===== config.mk =====
export PLATFORM = sky130hd
export DESIGN_NAME = gmii_mac_tx
export DESIGN_NICKNAME = d
export VERILOG_FILES = /design/src/rtl/eth_pkg.sv /design/src/rtl/crc32_d8.sv /design/src/rtl/gmii_mac_tx.sv
export SDC_FILE = /design/constraint.sdc
export NUM_CORES = 1
export LEC_CHECK = 0
export CAP_MARGIN = 20
export CELL_PAD_IN_SITES_DETAIL_PLACEMENT = 2
export CELL_PAD_IN_SITES_GLOBAL_PLACEMENT = 2
export CORE_ASPECT_RATIO = 0.7
export CORE_UTILIZATION = 37
export DETAILED_ROUTE_END_ITERATION = 10
export PLACE_DENSITY = 0.82
export SYNTH_ARGS = -nofsm -noshare
export SYNTH_HDL_FRONTEND = slang
export SYNTH_SLANG_ARGS = --single-unit

===== constraint.sdc =====
create_clock -name gmii_tx_clk -period 3.2 [get_ports gmii_tx_clk]
set_clock_uncertainty 0.1 [all_clocks]
set_input_delay 0.96 -clock gmii_tx_clk [delete_from_list [all_inputs] [get_ports gmii_tx_clk]]
set_output_delay 0.96 -clock gmii_tx_clk [all_outputs]
set_load 0.01 [all_outputs]

===== src/rtl/eth_pkg.sv =====
// Shared Ethernet TX definitions: FSM states, framing bytes, CRC-32 constants.
package eth_pkg;

  typedef enum logic [2:0] {
    S_IDLE, S_PREAMBLE, S_SFD, S_DATA, S_PAD, S_FCS, S_DRAIN, S_IFG
  } tx_state_e;

  localparam logic [7:0]  PREAMBLE_BYTE = 8'h55;
  localparam logic [7:0]  SFD_BYTE      = 8'hD5;
  localparam logic [15:0] PREAMBLE_LEN  = 16'd7;
  localparam logic [15:0] FCS_LAST      = 16'd3;

  localparam logic [31:0] CRC32_POLY    = 32'h04C11DB7;
  localparam logic [31:0] CRC32_INIT    = 32'hFFFFFFFF;
  localparam logic [31:0] CRC32_RESIDUE = 32'hC704DD7B;

  // Bit reversal, used to turn the normal polynomial into its LSB-first form.
  function automatic logic [31:0] bitrev32(input logic [31:0] v);
    logic [31:0] r;
    for (int i = 0; i < 32; i++) r[i] = v[31-i];
    return r;
  endfunction

endpackage


===== src/rtl/crc32_d8.sv =====
// Combinational CRC-32 next-state for one byte, LSB of the byte first.
module crc32_d8
  import eth_pkg::*;
(
  input  logic [31:0] i_crc,
  input  logic [7:0]  i_data,
  output logic [31:0] o_crc
);

  localparam logic [31:0] POLY_R = bitrev32(CRC32_POLY);

  logic [31:0] w_c;

  // Eight unrolled serial steps of the reflected LFSR.
  always_comb begin
    w_c = i_crc;
    for (int i = 0; i < 8; i++)
      w_c = (w_c >> 1) ^ ((w_c[0] ^ i_data[i]) ? POLY_R : 32'h0);
    o_crc = w_c;
  end

endmodule


===== src/rtl/gmii_mac_tx.sv =====
// GMII transmit MAC: preamble/SFD, payload, zero pad, FCS, inter-frame gap.
// Underflow mid-frame aborts with one tx_er cycle and drains the rest.
module gmii_mac_tx
  import eth_pkg::*;
#(
  parameter int IFG_CYCLES  = 12,
  parameter int MIN_PAYLOAD = 60
) (
  input  logic       gmii_tx_clk,
  input  logic       reset,
  input  logic [7:0] tx_data,
  input  logic       tx_valid,
  input  logic       tx_last,
  output logic       tx_ready,
  output logic [7:0] gmii_txd,
  output logic       gmii_tx_en,
  output logic       gmii_tx_er,
  output logic       frame_sent,
  output logic       frame_err
);

  localparam logic [15:0] MIN_LEN  = 16'(MIN_PAYLOAD);
  localparam logic [15:0] IFG_LAST = 16'(IFG_CYCLES - 1);

  tx_state_e   r_state, w_state_nxt;
  logic [15:0] r_cnt, w_cnt_nxt, w_cnt_inc;
  logic [15:0] r_idx, w_idx_nxt;
  logic [31:0] r_crc, w_crc_nxt, w_crc_calc, w_fcs;
  logic [7:0]  w_crc_byte, w_fcs_byte;
  logic [7:0]  r_txd, w_txd_nxt;
  logic        r_en, r_er, r_sent, r_err;
  logic        w_en_nxt, w_er_nxt, w_sent_nxt, w_err_nxt;

  // Ready tracks state only, so upstream sees a stable value all cycle.
  assign tx_ready   = (r_state == S_SFD) || (r_state == S_DATA) || (r_state == S_DRAIN);
  assign w_cnt_inc  = (r_cnt == 16'hFFFF) ? r_cnt : r_cnt + 16'd1;
  assign w_fcs      = ~r_crc;
  assign w_crc_byte = ((r_state == S_SFD) || (r_state == S_DATA)) ? tx_data : 8'h00;

  crc32_d8 u_crc (
    .i_crc  (r_crc),
    .i_data (w_crc_byte),
    .o_crc  (w_crc_calc)
  );

  // FCS goes out least-significant byte first.
  always_comb begin
    case (r_idx[1:0])
      2'd0:    w_fcs_byte = w_fcs[7:0];
      2'd1:    w_fcs_byte = w_fcs[15:8];
      2'd2:    w_fcs_byte = w_fcs[23:16];
      default: w_fcs_byte = w_fcs[31:24];
    endcase
  end

  // State register and registered GMII outputs; reset truncates any frame.
  always_ff @(posedge gmii_tx_clk) begin
    if (reset) begin
      r_state <= S_IDLE;
      r_cnt   <= '0;
      r_idx   <= '0;
      r_crc   <= CRC32_INIT;
      r_txd   <= '0;
      r_en    <= 1'b0;
      r_er    <= 1'b0;
      r_sent  <= 1'b0;
      r_err   <= 1'b0;
    end else begin
      r_state <= w_state_nxt;
      r_cnt   <= w_cnt_nxt;
      r_idx   <= w_idx_nxt;
      r_crc   <= w_crc_nxt;
      r_txd   <= w_txd_nxt;
      r_en    <= w_en_nxt;
      r_er    <= w_er_nxt;
      r_sent  <= w_sent_nxt;
      r_err   <= w_err_nxt;
    end
  end

  // Next state plus byte/index counters.
  always_comb begin
    w_state_nxt = r_state;
    w_cnt_nxt   = r_cnt;
    w_idx_nxt   = r_idx;
    case (r_state)
      S_IDLE:
        if (tx_valid) begin
          w_state_nxt = S_PREAMBLE;
          w_idx_nxt   = 16'd1;
          w_cnt_nxt   = '0;
        end
      S_PREAMBLE:
        if (r_idx == PREAMBLE_LEN) w_state_nxt = S_SFD;
        else                       w_idx_nxt   = r_idx + 16'd1;
      S_SFD, S_DATA:
        if (!tx_valid) begin
          w_state_nxt = S_DRAIN;
        end else begin
          w_cnt_nxt = w_cnt_inc;
          if (tx_last) begin
            w_idx_nxt   = '0;
            w_state_nxt = (w_cnt_inc >= MIN_LEN) ? S_FCS : S_PAD;
          end else begin
            w_state_nxt = S_DATA;
          end
        end
      S_PAD: begin
        w_cnt_nxt = w_cnt_inc;
        if (w_cnt_inc >= MIN_LEN) begin
          w_state_nxt = S_FCS;
          w_idx_nxt   = '0;
        end
      end
      S_FCS:
        if (r_idx == FCS_LAST) begin
          w_state_nxt = S_IFG;
          w_idx_nxt   = '0;
        end else begin
          w_idx_nxt = r_idx + 16'd1;
        end
      S_DRAIN:
        if (tx_valid && tx_last) begin
          w_state_nxt = S_IFG;
          w_idx_nxt   = '0;
        end
      S_IFG:
        if (r_idx >= IFG_LAST) begin
          w_state_nxt = S_IDLE;
          w_idx_nxt   = '0;
        end else begin
          w_idx_nxt = r_idx + 16'd1;
        end
      default: w_state_nxt = S_IDLE;
    endcase
  end

  // Next GMII byte, pulses and CRC accumulation for the coming cycle.
  always_comb begin
    w_txd_nxt  = 8'h00;
    w_en_nxt   = 1'b0;
    w_er_nxt   = 1'b0;
    w_sent_nxt = 1'b0;
    w_err_nxt  = 1'b0;
    w_crc_nxt  = r_crc;
    case (r_state)
      S_IDLE: begin
        w_crc_nxt = CRC32_INIT;
        if (tx_valid) begin
          w_txd_nxt = PREAMBLE_BYTE;
          w_en_nxt  = 1'b1;
        end
      end
      S_PREAMBLE: begin
        w_en_nxt  = 1'b1;
        w_txd_nxt = (r_idx == PREAMBLE_LEN) ? SFD_BYTE : PREAMBLE_BYTE;
      end
      S_SFD, S_DATA: begin
        w_en_nxt = 1'b1;
        if (tx_valid) begin
          w_txd_nxt = tx_data;
          w_crc_nxt = w_crc_calc;
        end else begin
          w_er_nxt  = 1'b1;
          w_err_nxt = 1'b1;
        end
      end
      S_PAD: begin
        w_en_nxt  = 1'b1;
        w_crc_nxt = w_crc_calc;
      end
      S_FCS: begin
        w_en_nxt   = 1'b1;
        w_txd_nxt  = w_fcs_byte;
        w_sent_nxt = (r_idx == FCS_LAST);
      end
      default: ;
    endcase
  end

  assign gmii_txd   = r_txd;
  assign gmii_tx_en = r_en;
  assign gmii_tx_er = r_er;
  assign frame_sent = r_sent;
  assign frame_err  = r_err;

endmodule

---- Yosys cells after proc, flatten, opt, wreduce, memory -nomap -nowiden ----
Index checks and enable logic that the tools add are counted.
W data, S select, Z words.
cells by class
  reductions and logical operators ........ 14
  $add $sub $neg .......................... 2
  bitwise logic cells ..................... 19
  order comparisons ....................... 2
  equality and inequality tests ........... 21
  multiplexer cells ....................... 42
operator list
  operator                 count
  $mux W32                 9
  $xor A31 B32 Y32         8
  $mux W16                 11
  $pmux W16 S7             1
  $pmux W32 S3             1
  $pmux W16 S3             1
  $add A16 B1 Y16 const B  2
  $not A32 Y32             1
  $pmux W8 S4              1
  $mux W3                  8
  $mux W8                  3
  $pmux W8 S3              1
  $pmux W3 S7              1
  $eq A16 B16 Y1 const B   1
  $eq A16 B2 Y1 const B    1
  $eq A16 B3 Y1 const B    1
  $ge A16 B4 Y1 const B    1
  $ge A16 B6 Y1 const B    1
  $ne A2 B2 Y1 const B     8
  $eq A3 B3 Y1 const B     4
  $reduce_and A6 Y1        2
  $xor A1 B1 Y1            8
  $mux W7                  1
  $eq A3 B2 Y1 const B     2
  16 further kinds         22
storage, ports and cells
  register bits after elaboration ......... 78
  output and inout port bits .............. 13
  bits of input ports ..................... 12

---- Depth between registers and ports, before layout ----
Gate-level depths: netlist (run 1).
  depth after elaboration ................. 29
  depth in mapped cells ................... 10
  mapped depth without buffers ............ 8

---- By module ----
From an unflattened synthesis (run 1), not the netlist that was laid out.
unflattened totals
  cells, all modules ...................... 581
  area, all modules ....................... 5210.0 um^2
by module, submodules not included
  module       area an instance (um^2)  cells an instance  seq. area each (um^2)  instances
  gmii_mac_tx  4240.3                   515                1561.5                 1
  crc32_d8     969.7                    66                 0.0                    1

---- Worst setup path before layout (run 1) ----
Ideal clock, no wire load.
  path type ............................... flip-flop to flip-flop
  start ................................... reg r_cnt[0]
  end ..................................... reg r_state[0]
  buffers on the path ..................... 0
  stages on the path, launching flop included .. 9
  path slack .............................. 0.447 ns
  arrival ................................. 2.497 ns
  setup time .............................. 0.156 ns
  period minus slack after synthesis ...... 2.753 ns
  path through ............................ dfxtp_1 ha_1 nand4_4 nor4_1 mux2_2 a221o_1 or4_4 o221ai_2 a221oi_1
on the way
  cells in the longest elaborated chain, start to end .. 7
  elaborated cells between the ends (all ways) .. 10
ends and longest elaborated chain
  element                                                   line                                    RTL
  start, declared                                           gmii_mac_tx.sv:26                       logic [15:0] r_cnt, w_cnt_nxt, w_cnt_inc;
  start signal, assigned                                    gmii_mac_tx.sv:70                       r_cnt <= w_cnt_nxt;
  $add A16 B1 Y16 / $eq A16 B16 Y1 (equally long branches)  gmii_mac_tx.sv:36                       assign w_cnt_inc = (r_cnt == 16'hFFFF) ? r_cnt : r_cnt + 16'd1;
  $mux W16 (*)                                              gmii_mac_tx.sv:36
  $ge A16 B6 Y1 (*)                                         gmii_mac_tx.sv:103, gmii_mac_tx.sv:110
  $mux W1                                                   gmii_mac_tx.sv:103                      w_state_nxt = (w_cnt_inc >= MIN_LEN) ? S_FCS : S_PAD;
  $mux W3                                                   gmii_mac_tx.sv:101                      if (tx_last) begin
  $mux W3                                                   gmii_mac_tx.sv:97                       if (!tx_valid) begin
  $pmux W3 S7                                               gmii_mac_tx.sv:86                       case (r_state)
  end signal, assigned                                      gmii_mac_tx.sv:69                       r_state <= w_state_nxt;
  end, declared                                             gmii_mac_tx.sv:25                       tx_state_e r_state, w_state_nxt;
Every way passes the cells marked *; elsewhere a longest branch is shown, timed or not.
A chain may end at the register's enable or synchronous reset.

---- Worst setup path after layout (run 1) ----
  start ................................... in tx_data[1]
  end ..................................... reg r_crc[19]
on the way
  cells in the longest elaborated chain, start to end .. 14
ends and longest elaborated chain
  element                             line                RTL
  start, declared                     gmii_mac_tx.sv:11   input logic [7:0] tx_data,
  $mux W8 (*)                         gmii_mac_tx.sv:38   assign w_crc_byte = ((r_state == S_SFD) || (r_state == S_DATA)) ? tx_data : 8'h00;
  $xor A1 B1 Y1 (*)                   crc32_d8.sv:18      w_c = (w_c >> 1) ^ ((w_c[0] ^ i_data[i]) ? POLY_R : 32'h0);
  $mux W32 (*)                        crc32_d8.sv:18
  $xor A31 B32 Y32 (*) (6 in series)  crc32_d8.sv:18
  $xor A1 B1 Y1 (*)                   crc32_d8.sv:18
  $mux W32 (*)                        crc32_d8.sv:18
  $xor A31 B32 Y32 (*)                crc32_d8.sv:18
  $mux W32                            gmii_mac_tx.sv:160  if (tx_valid) begin
  $pmux W32 S3 (*)                    gmii_mac_tx.sv:146  case (r_state)
  end signal, assigned                gmii_mac_tx.sv:72   r_crc <= w_crc_nxt;
  end, declared                       gmii_mac_tx.sv:28   logic [31:0] r_crc, w_crc_nxt, w_crc_calc, w_fcs;
Every way passes the cells marked *; elsewhere a longest branch is shown, timed or not. The select of a mux whose other input is x is not followed.

==> flow_summary.ini, run 1 <==
[outcome]
outcome = finished, final reports clean

[sta]
period_share = 0.9772
layout_min_cycle_time_ns = 3.127
drv_slew = 0
worst_pin_slew_ns = 0.8700
setup_tns_ns = 0
fin_hold_ws_ns = 0.4585
relSlewSlack = 0.4199
fmax_mhz = 319.8
hold_viol = 0
rsz0062_at_grt = yes
setup_viol_count_final = 0

[setup_path]
required_ns = 3.37
worst-path-buf-inv = 2
path_class = in2reg
crit_family = XOR/XNOR gates
slowest_stage = clkdlybuf4s50_1
cpPeakStageDelay_ns = 0.50
path_max_fanout = 4
path_cells = clkdlybuf4s50_1 > nand3b_1 > xor2_2 > xnor2_1 > buf_4 > xnor2_2 > xor2_1 > xnor2_1 > a21oi_1
critPathLaunchType = input port
crit_top_cell = xnor2_1
endpoint_kind = register
cp.arrival_ns = 3.30

[clocking]
post_cts_resized = 1
clk_pin_slew_ns = 0.07
cts_setup_buffers = 0
cts_tree = yes
cts_hold_buf = 0
clock_sinks = 78
clockRootBuffer = clkbuf_16
insertion_delay_ns = 0.36
cts_made_buffers = 9
clk_path_buf_depth = 2
htree_levels = 3

[yosys]
synth_area_leaders = dfxtp_1, xnor2_1, a21oi_1
synth-edff-count = 0
ys_seq_elements = 78
postSynthCellCount = 614
async_flop_share = 0
synth_area_per_cell_um2 = 8.119
synth.top_cell.area_share = 0.3133
synth-main-ff-cell = dfxtp_1
yosys.area.top_type = dfxtp_1
seq_area_frac_synth = 0.3133
ys_types = 75
syn_area_mm2 = 0.004985
synth_fp_nets = 631
yosysWarnings = 0

[power_and_ir_drop]
power_frac_clock = 0.214
seqPwrFrac = 0.230
power_density_mw_per_mm2 = 889.3
switchingPower_uw = 2389
p_int_uw = 3017
p_leak_uw = 0.002026
switching_share = 0.4419
comb_power_share = 0.556
ir_drop_uv = 286.4

[global_routing]
grt_pass1_wl_um = 35130
grt_use_total = 0.3369
gr-total-overflow = 0
antenna_found_initial = 0
grt_max_degree = 36
grt_pass1_vias = 5746

[final_layout]
drive_above_1_share = 0.1687
final_cell_mix = dfxtp_1, nor2_1, buf_4
layout_commonest_cell = dfxtp_1
nNetsFinal = 683
fin_cells = 836
area_delta_synth_final_pct = 21.94
fin_util = 0.4627
antenna_cells = 0

[floorplanning]
initial_core_util = 0.3794
die_area_mm2 = 0.01395
core_area_mm2 = 0.01314
rows = 35
ios = 25
die_w_um = 140.7
die_y_um = 99.11

[worst_hold_path]
hold_path_class = reg2reg

[drt]
dr_wl_met2_um = 10500
met1_length_um = 10050
vias_per_cell = 6.331
top_layer = met4
ant_nets = 0
finalWirelength_um = 22490
vias = 5293
drt_first_iter_violations = 372
firstDrtPassIters = 5
route.met3.wl_um = 1308
drc_errors = 0
routedWlPerCell_um = 26.90

[placed_design]
gp_congestion = 0.8883
port_buffers = 24
dp.cells = 821
dp_hpwl_um = 14620

[flow_run]
maxCapViolations = 0
-- area by class of cell --
cell class / instances / area, um^2
Clock inverter: 6 / 87.58
Tap cell: 166 / 207.7
Sequential cell: 78 / 1563
Multi-Input combinational cell: 488 / 3261
Clock buffer: 9 / 225.2
Timing Repair Buffer: 82 / 708.2
Fill cell: 1436 / 7059
Inverter: 7 / 26.28
-- state kept, by name, summed over array words and instances, names as in the netlist --
signal / flops
frame_err: 1
frame_sent: 1
gmii_tx_en: 1
gmii_txd: 8
r_cnt: 16
r_crc: 32
r_idx: 16
r_state: 3
-- power groups by stage --
stage	clock network, uW	registers, uW	logic (uW)
2_1_floorplan	0	1200	1710
3_3_place_gp	0	1240	2610
3_5_place_dp	0	1250	2800
4_1_cts	1160	1240	2930
5_1_grt	1200	1260	3150
6_report	1150	1240	3010
-- synth_stat cells, types with 11 or more instances --
cell type and count:
a21oi_1 44, clkbuf_1 25, dfxtp_1 78, nand2_1 47, nand2b_1 33, nand3_1 11
nor2_1 57, nor3_1 21, o21ai_0 21, o22ai_1 31, xnor2_1 46, xor2_1 19
-- per-stage QoR --
step                      setup slack [ns]  power, uW  instance area (um^2)
final                              0.07295       5405                  6078
after global placement            -0.03787       3850                  5708
after CTS                          0.01780       5338                  6027
after floorplan                     0.4469       2902                  4985
after global routing            -0.0007843       5604                  6078
after detailed placement           -0.2008       4053                  5708
-- worst paths after layout --
check | startpoint | end | slack (ns) | cells after the start
hold reg to reg | r_idx[5]$_SDFFE_PP0P_ | r_idx[5]$_SDFFE_PP0P_ | 0.46 | 1
hold / removal | r_idx[5]$_SDFFE_PP0P_ | r_idx[5]$_SDFFE_PP0P_ | 0.46 | 1
setup / recovery | tx_data[1] | r_crc[19]$_SDFFE_PP1P_ | 0.07 | 9
setup reg to reg | r_cnt[1]$_SDFFE_PP0P_ | r_idx[15]$_SDFFE_PP0P_ | 0.15 | 9
-- worst reg2reg max path, stage by stage (launching register included) --
cell and delay (ns):
dfxtp_1 0.43, ha_2 0.26, nand4_4 0.22, nor4_4 0.35
mux2_2 0.40, a221o_1 0.33, nor3_4 0.23, a21oi_2 0.15
buf_12 0.20, a311oi_1 0.28
-- logic make-up after synthesis --
group,Yosys count,share of synthesized area
flops,78,0.3133
simple gates,243,0.2641
mux,5,0.01054
buf+inv,48,0.04518
compound gates,165,0.2216
fa+ha+maj,5,0.01255
xor+xnor,70,0.1328
-- layer usage --
metal,up-vias,track usage
li1,2335,-
met1,2706,0.4339
met2,196,0.5507
met3,56,0.07655
met4,0,0.1313
met5,-,0
No activity file was read; power rests on OpenSTA's default activity.
==> inputs of run 2 (changes only) <==
--- a/config.mk
+++ b/config.mk
@@ -5,6 +5,7 @@
 export SDC_FILE = /design/constraint.sdc
 export NUM_CORES = 1
 export LEC_CHECK = 0
+export ABC_AREA = 0
 export CAP_MARGIN = 20
 export CELL_PAD_IN_SITES_DETAIL_PLACEMENT = 2
 export CELL_PAD_IN_SITES_GLOBAL_PLACEMENT = 2
==> constraint.sdc (replaced) <==
create_clock -name gmii_tx_clk -period 3.1 [get_ports gmii_tx_clk]
set_clock_uncertainty 0.1 [all_clocks]
set_input_delay 0.93 -clock gmii_tx_clk [delete_from_list [all_inputs] [get_ports gmii_tx_clk]]
set_output_delay 0.93 -clock gmii_tx_clk [all_outputs]
set_load 0.01 [all_outputs]
==> flow_summary.ini, run 2 (same netlist as run 1, synthesis figures left out) <==
[outcome]
outcome = complete, but fails checks
failed_checks = setup timing

[clocking]
clk_path_buf_depth = 2
htree_levels = 3
clockRootBuffer = clkbuf_16
insertion_delay_ns = 0.36
cts_tree = yes
clk_pin_slew_ns = 0.07
clock_sinks = 78
cts_made_buffers = 9
cts_setup_buffers = 0

[sta]
setup_viol_count_final = 1
layout_min_cycle_time_ns = 3.135
fin_hold_ws_ns = 0.4146
fmax_mhz = 318.9
worst_pin_slew_ns = 1.090
setup_tns_ns = -0.03534
period_share = 1.011
relSlewSlack = 0.2735
fin_ws_ns = -0.03534
hold_viol = 0
drv_slew = 0
rsz0062_at_grt = yes

[floorplanning]
core_area_mm2 = 0.01314
initial_core_util = 0.3794
rows = 35
ios = 25
die_y_um = 99.11
die_w_um = 140.7
die_area_mm2 = 0.01395

[drt]
routedWlPerCell_um = 25.35
firstDrtPassIters = 5
vias = 5196
drt_first_iter_violations = 353
ant_nets = 0
vias_per_cell = 6.200
finalWirelength_um = 21240
drc_errors = 0

[global_routing]
grt_use_total = 0.3122
gr-total-overflow = 0
grt_pass1_vias = 5609
grt_max_degree = 45
grt_pass1_wl_um = 32860
antenna_found_initial = 0

[placed_design]
gp_congestion = 0.9157
port_buffers = 24
dp_hpwl_um = 14920
dp.cells = 822

[power_and_ir_drop]
p_leak_uw = 0.002021
power_density_mw_per_mm2 = 914.7
p_total_uw = 5575
ir_drop_uv = 357.6

[setup_path]
path_cells = clkdlybuf4s50_1 > nand3b_1 > xor2_1 > xnor2_1 > buf_4 > xnor2_2 > xnor2_2 > nor4b_2 > a211oi_1
ff2ff_setup_slack_ns = 0.09
path_class = in2reg
required_ns = 3.23
crit_top_cell = xnor2_2
cp.arrival_ns = 3.26
slowest_stage = clkdlybuf4s50_1
r2r_start = r_cnt[1]$_SDFFE_PP0P_
reg2reg_depth = 9
cpPeakStageDelay_ns = 0.48
path_max_fanout = 4
r2r-end = r_state[0]$_SDFFE_PP0P_
critPathLaunchType = input port
endpoint_kind = register

[final_layout]
fin_cells = 838
seq_area_mm2 = 0.001564
final_cell_mix = dfxtp_1, buf_4, nor2_1
largest_reg_flops = 32
drive_above_1_share = 0.1756
nNetsFinal = 684
nFillCells = 1424
antenna_cells = 0
area_delta_synth_final_pct = 22.26
layout_commonest_cell = dfxtp_1
regMostFlops = r_crc
multi_input_area_mm2 = 0.003269
reg_top3 = r_crc (32), r_cnt (16), r_idx (16)

[worst_hold_path]
hp-start = r_idx[15]$_SDFFE_PP0P_
hold_path_class = reg2reg
holdPathEnd = r_idx[15]$_SDFFE_PP0P_
min_path_cells = 1

[flow_run]
maxCapViolations = 0
## run 2: cell count changes in the layout (fill, tap and decap cells not counted), moves of 2 or more
cell / change
buf_4: +2
clkinv_4: +3
clkinvlp_4: -3
nor3_1: -2
nor3_2: +2
xnor2_2: +2
## run 2: final cells by class
class	count	area share
clock buffer	10	0.03757
clock inverter	6	0.01560
inverter	7	0.004311
multi-input combinational	488	0.5364
sequential	78	0.2566
tap	166	0.03408
timing repair buffer	83	0.1154
## run 2: through the flow
stage	worst slack, ns	cell area, um^2	util
after CTS	0.002849	6032	0.4591
after floorplan	0.3469	4985	-
after global routing	-0.09281	6095	0.4639
after global placement	-0.1223	5703	0.4341
final	-0.03534	6095	0.4639
after detailed placement	-0.2265	5703	0.4341
## run 2: worst max-delay path: cells and delay by family
| kind | cells | cell delay, ns |
|---|---|---|
| and+or+nand+nor | 2 | 0.47 |
| xor gates and xnor gates | 4 | 1.07 |
| AOI/OAI and AO/OA | 1 | 0.10 |
| buffers and inverters | 2 | 0.68 |
## run 2: worst max path at each step
| stage | from | endpoint | slack, ns |
|---|---|---|---|
| finish | tx_data[1] | r_crc[20]$_SDFFE_PP1P_ | -0.04 |
| global route | tx_data[1] | r_crc[20]$_SDFFE_PP1P_ | -0.09 |
| CTS | r_cnt[0]$_SDFFE_PP0P_ | r_idx[15]$_SDFFE_PP0P_ | 0.003 |
| detailed placement | tx_data[4] | r_crc[24]$_SDFFE_PP1P_ | -0.23 |
| global placement | tx_data[0] | r_crc[18]$_SDFFE_PP1P_ | -0.12 |
| floorplan | r_cnt[0]$_SDFFE_PP0P_ | r_state[0]$_SDFFE_PP0P_ | 0.35 |
## run 2: timing repair
| action | in CTS | in global routing |
|---|---|---|
| setup endpoints to repair | 8 | 17 |
| hold buffers | 0 | 0 |
| gates resized for setup | 1 | 11 |
## run 2: power by group
group          internal [uW]  switching (uW)
Sequential              1120             170
Clock                    714             499
Combinational           1300            1760
## run 2: layer usage
layer | vias to the layer above | wire, um | GRT usage
met5 | - | 0 | 0
met4 | 0 | 343 | 0.1104
met2 | 176 | 10200 | 0.5124
met3 | 28 | 1087 | 0.05922
li1 | 2333 | - | -
met1 | 2659 | 9613 | 0.4119
